[config.mk]
export PLATFORM = sky130hd
export DESIGN_NAME = four_greater_than
export DESIGN_NICKNAME = d
export VERILOG_FILES = /design/src/rtl/four_greater_than.sv
export SDC_FILE = /design/constraint.sdc
export NUM_CORES = 1
export LEC_CHECK = 0
export CORE_MARGIN = 8
export CORE_UTILIZATION = 43
export DETAILED_ROUTE_END_ITERATION = 7
export PLACE_DENSITY = 0.77
export SYNTH_ARGS = -nofsm -noshare
export SYNTH_HDL_FRONTEND = slang
export SYNTH_SLANG_ARGS = --single-unit
[constraint.sdc]
create_clock -name clk -period 1.9 [get_ports clk]
set_input_delay 0.38 -clock clk [delete_from_list [all_inputs] [get_ports clk]]
set_output_delay 0.38 -clock clk [all_outputs]
set_load 0.1 [all_outputs]
[src/rtl/four_greater_than.sv]
// Registered MSB-first magnitude comparator (unsigned or two's-complement)
// with a saturating count of greater-than results.
module four_greater_than #(
   parameter int WIDTH = 4,
   parameter int CNT_W = 8
) (
   input  logic             clk,
   input  logic             rst_n,
   input  logic             in_valid,
   input  logic [WIDTH-1:0] a,
   input  logic [WIDTH-1:0] b,
   input  logic             signed_mode,
   input  logic             cnt_clr,
   output logic             y,
   output logic             eq,
   output logic             lt,
   output logic             out_valid,
   output logic [CNT_W-1:0] gt_count
);

   // Flipping the sign bit maps two's-complement order onto unsigned order.
   logic [WIDTH-1:0] a_m;
   logic [WIDTH-1:0] b_m;

   assign a_m = {a[WIDTH-1] ^ signed_mode, a[WIDTH-2:0]};
   assign b_m = {b[WIDTH-1] ^ signed_mode, b[WIDTH-2:0]};

   // Ripple from the MSB: the first differing bit decides the ordering.
   logic [WIDTH:0] gt_chain;
   logic [WIDTH:0] eq_chain;

   assign gt_chain[WIDTH] = 1'b0;
   assign eq_chain[WIDTH] = 1'b1;

   genvar gi;
   generate
      for (gi = WIDTH - 1; gi >= 0; gi = gi - 1) begin : g_cmp
         assign gt_chain[gi] = gt_chain[gi+1] |
                               (eq_chain[gi+1] & a_m[gi] & ~b_m[gi]);
         assign eq_chain[gi] = eq_chain[gi+1] & ~(a_m[gi] ^ b_m[gi]);
      end
   endgenerate

   logic gt_next;
   logic eq_next;
   logic lt_next;

   assign gt_next = gt_chain[0];
   assign eq_next = eq_chain[0];
   assign lt_next = ~gt_chain[0] & ~eq_chain[0];

   localparam logic [CNT_W-1:0] CNT_MAX = {CNT_W{1'b1}};

   always_ff @(posedge clk or negedge rst_n) begin
      if (!rst_n) begin
         y         <= 1'b0;
         eq        <= 1'b0;
         lt        <= 1'b0;
         out_valid <= 1'b0;
         gt_count  <= '0;
      end else begin
         out_valid <= in_valid;
         if (in_valid) begin
            y  <= gt_next;
            eq <= eq_next;
            lt <= lt_next;
         end
         if (cnt_clr) begin
            gt_count <= '0;
         end else if (in_valid && gt_next && (gt_count != CNT_MAX)) begin
            gt_count <= gt_count + 1'b1;
         end
      end
   end

endmodule

# Word-level counts from Yosys, hierarchy flattened
# Index checks and enable logic that the tools add are counted.
# W data, S select, Z words.
[word_totals] regBits=12 latch_bits=0 ram_bits=0 mem_bits_ro=0 input_bits=13 out_inout_bits=12 elab_cells=42 n_memories=0
[classes] add_sub_neg=1 multipliers=0 n_div=0 magnitude_cmp=0 eq_ne=1 n_shift=0 muxes=2 bitwise_logic=30 reduce_logical=3
[ops] op="$mux W8" count=2
[ops] op="$and A1 B1 Y1" count=11
[ops] op="$not A1 Y1" count=10
[ops] op="$add A8 B1 Y8 const B" count=1
[ops] op="$ne A8 B8 Y1 const B" count=1
[ops] op="$xor A1 B1 Y1" count=6
[ops] op="$or A1 B1 Y1" count=3
[ops] op="$logic_and A1 B1 Y1" count=2
[ops] op="$reduce_bool A2 Y1" count=1

# Longest topological paths before layout
[logic_depth] word_depth=12 ltp_mapped=7

# Least setup slack after synthesis
# Ideal clock, no wire load.
[synth_timing] kind="register -> register" startpoint="register gt_count[0]" endpoint="register gt_count[6]" setup_time_ns=0.128 arrival_time_ns=2.195 t_required_ns=1.772 path_slack_ns=-0.423 stages_incl_launch_ff=7 period_less_slack_ns=2.323 cell_sequence="dfrtp_1 -> ha_1 -> nand3_1 -> o21ai_1 -> a21oi_2 -> nand4_1 -> mux2_1"
[synth_between] elab_chain_len=3 elab_cells_between_ends=6 classes_between="add/sub (1); eq/ne (1); mux (2); reduce/logical (2)"
[synth_lines] item="start: declaration" line="18" rtl="output logic [CNT_W-1:0] gt_count"
[synth_lines] item="start signal: assignment" line="71" rtl="gt_count <= gt_count + 1'b1;"
[synth_lines] item="$add A8 B1 Y8 or $ne A8 B8 Y1 (tied branches)" line="71, 70"
[synth_lines] item="$mux W8 or $logic_and A1 B1 Y1 (tied branches)" line="70" rtl="end else if (in_valid && gt_next && (gt_count != CNT_MAX)) begin"
[synth_lines] item="$mux W8 or $reduce_bool A2 Y1 (tied branches)"
# Parallel ways exist; a longest one is shown, timed or not. The select of a mux whose other input is x is not followed.
# A chain may end at the register's enable or synchronous reset.

# Worst setup path in the final report
[layout_timing] startpoint="input signed_mode" endpoint="register gt_count[7]"
[layout_between] elab_chain_len=11 elab_cells_between_ends=20 classes_between="bitwise (17); reduce/logical (3)"
[layout_lines] item="start: declaration" line="12" rtl="input logic signed_mode,"
[layout_lines] item="$xor A1 B1 Y1 (on tied branches)" line="25, 26"
[layout_lines] item="$xor A1 B1 Y1" line="40" rtl="assign eq_chain[gi] = eq_chain[gi+1] & ~(a_m[gi] ^ b_m[gi]);"
[layout_lines] item="$not A1 Y1" line="40"
[layout_lines] item="$and A1 B1 Y1 (on tied branches) (2 in series)" line="39, 40"
[layout_lines] item="$or A1 B1 Y1 or $and A1 B1 Y1 (tied branches) (2 in series)" line="38, 39"
[layout_lines] item="$or A1 B1 Y1 *" line="38" rtl="assign gt_chain[gi] = gt_chain[gi+1] |"
[layout_lines] item="$logic_and A1 B1 Y1 * (2 in series)" line="70"
[layout_lines] item="$reduce_bool A2 Y1 (no line) *"
# Mark *: on every way between the ends. The rest lies on a longest branch, timed or not.

==> run metrics <==
outcome=finished, final reports clean; placer congestion estimate=0.724; largest net degree at the start of global routing=13; Clock Skew=0.00512 ns; CP Cell Sequence=buf_8 > xor2_1 > ha_1 > and3b_2 > a311oi_4 > a211oi_2 > nor2b_4 > mux2_4; synth-to-layout area growth=68.0%; worst vdd ir=0.501 mV; Slew Viols, Final=0; Final Hold Viols=0; max-cap violations=0; Avg Cell Area, Syn=10.6 um2; vias in the first global route=668; Routed Antenna Nets=0; final worst-path cycle share=0.982; Post-Layout Cell Count=118; 1st-iter DRT viols=3; crit path capture type=register; fin crit period=1.87 ns; Synth Instances=67; die area=3200 um2; syn_nets=82; post-layout power=789 uW; final instance area=1190 um2; WL final=1830 um; Clock Latency Late Sink=0.28 ns; Post-synth EDFFs=0; Final #Nets=118; predominant post-synthesis flop cell=dfrtp_1; Die H=56.5 um; Yosys warnings=0; TritonCTS clock tree=built; sequential area share after synthesis=0.425; CP max stage cell=a311oi_4; dominant cell type by area after synthesis=dfrtp_1; Antenna diodes=0; FP Rows=14; fmax=536 MHz; clk root buf=clkbuf_4; placed cell count=112; die width=56.5 um; CTS sink cnt=12; Post-Place Worst Slack=-0.727 ns; CP arrival=2.03 ns; CP max stage delay=0.31 ns; RSZ-0062 raised after global routing=yes; DR pass1 iterations=3; area taken by multi-input logic gates=437 um2; actual slew at the worst max-slew pin=0.574 ns; Crit path required time=2.07 ns; CTS Buffer Depth=2; vias=624; Initial Util=0.464; Detailed Place HPWL=1400 um; count leader, synth=dfrtp_1; Hold/Removal Path Class=input port to asynchronous set/reset pin; sequential cell area=308 um2; initial antenna violation count=0; final setup margin=0.0340 ns; Fin Setup TNS=0 ns; htree depth=1; Mapped Area=707 um2; Synth area leaders=dfrtp_1 (42%), xnor2_1 (7.4%), nor2b_1 (4.4%); CP Max Fanout=3; # IOs=25; Core Region=1520 um2; asr flop ratio synth=1.00; vias per inst=5.29; critical path launch point type=input port; fill count=107; Netlist cell types=31; cts hold-fix bufs=0; Post-synth top cells=dfrtp_1 (12), nor2_1 (8), xnor2_1 (6); clk slew on worst S/H paths=0.08 ns; CP Class=input port to register; flops & latches, synth=12; slew margin rel.=0.616; Pleak=0.533 nW; PwrDens=665 nW/um2; TritonCTS Buffers=3; Placed Area=1090 um2; layout cells sized above 1=0.441; DRC viols=0; DR WL/cell=15.5 um; GRT Residual Overflow=0; Util after Layout=0.779; first-pass GRT wire length=2940 um; Buffers on Ports=24; hold_ws=0.459 ns; global-route usage over all layers=0.110; share of the synthesized area in the top cell type=0.425; count of final setup violators=0
## flip-flops by register name, summed over array words and instances, names as in the netlist
name,count
eq,1
gt_count,8
lt,1
out_valid,1
y,1
## cell families after synthesis
| group | synth area share |
|---|---|
| and+or+nand+nor | 0.225 |
| DFF | 0.425 |
| AOI/OAI and AO/OA | 0.145 |
| xor gates and xnor gates | 0.0867 |
| muxes | 0.0672 |
| buffers and inverters | 0.0159 |
| adders and majority gates | 0.0354 |
## critical path: cells and delay by family
| family | cells | cell delay (ns) |
|---|---|---|
| muxes | 1 | 0.29 |
| AOI/OAI and AO/OA | 2 | 0.46 |
| buffers and inverters | 1 | 0.10 |
| xor gates and xnor gates | 1 | 0.15 |
| and+or+nand+nor | 2 | 0.37 |
| adders and majority gates | 1 | 0.28 |
## report_power, final
group          leakage [nW]  internal [mW]  total, mW  switching, mW
clock network        0.0210          0.117      0.211         0.0939
logic                 0.362          0.112      0.296          0.184
registers             0.150          0.271      0.283         0.0127
## repair_timing
action                     CTS  global route
resized for setup           16             9
pin swaps                    6            10
buffers inserted             2             0
setup endpoints to repair   10             7
## path summary, 6_finish.rpt
path | cells past startpoint | slack (ns) | startpoint | to
max in group asynchronous | 1 | 1.03 | rst_n | gt_count[0]$_DFFE_PN0P_
min in group clk | 2 | 0.49 | eq$_DFFE_PN0P_ | eq$_DFFE_PN0P_
max | 8 | 0.03 | signed_mode | gt_count[7]$_DFFE_PN0P_
min reg2reg | 2 | 0.49 | eq$_DFFE_PN0P_ | eq$_DFFE_PN0P_
max reg2reg | 6 | 0.12 | gt_count[0]$_DFFE_PN0P_ | gt_count[7]$_DFFE_PN0P_
min | 1 | 0.46 | rst_n | y$_DFFE_PN0P_
## layout by cell type (no fill, tap or decap), types with 2 or more instances in the layout
| cell | netlist | routed |
|---|---|---|
| clkbuf_4 | 0 | 3 |
| xnor2_1 | 6 | 3 |
| xnor2_2 | 0 | 3 |
| dlymetal6s2s_1 | 0 | 3 |
| nand3_1 | 5 | 5 |
| dfrtp_2 | 0 | 6 |
| clkdlybuf4s50_1 | 0 | 6 |
| buf_4 | 0 | 12 |
| buf_12 | 0 | 8 |
| dfrtp_1 | 12 | 6 |
| nor2b_1 | 5 | 4 |
| nor2_1 | 8 | 8 |
| inv_1 | 2 | 2 |
| nand4_1 | 3 | 3 |
| mux2_4 | 1 | 3 |
| ha_1 | 2 | 2 |
## cell type report
class | count | share of cell area
Timing Repair Buffer | 32 | 0.319
Clock buffer | 4 | 0.0306
Inverter | 2 | 0.00632
Multi-Input combinational cell | 52 | 0.368
Sequential cell | 12 | 0.259
Tap cell | 16 | 0.0169
## metal layers
metal  up-vias  GRT usage  routed length [um]
met1       289      0.117                 779
met4         0     0.0619                  33
li1        311          -                   -
met5         -          0                   0
met2        19      0.190                 922
met3         5     0.0292                  93
(Power assumes the default switching activity.)
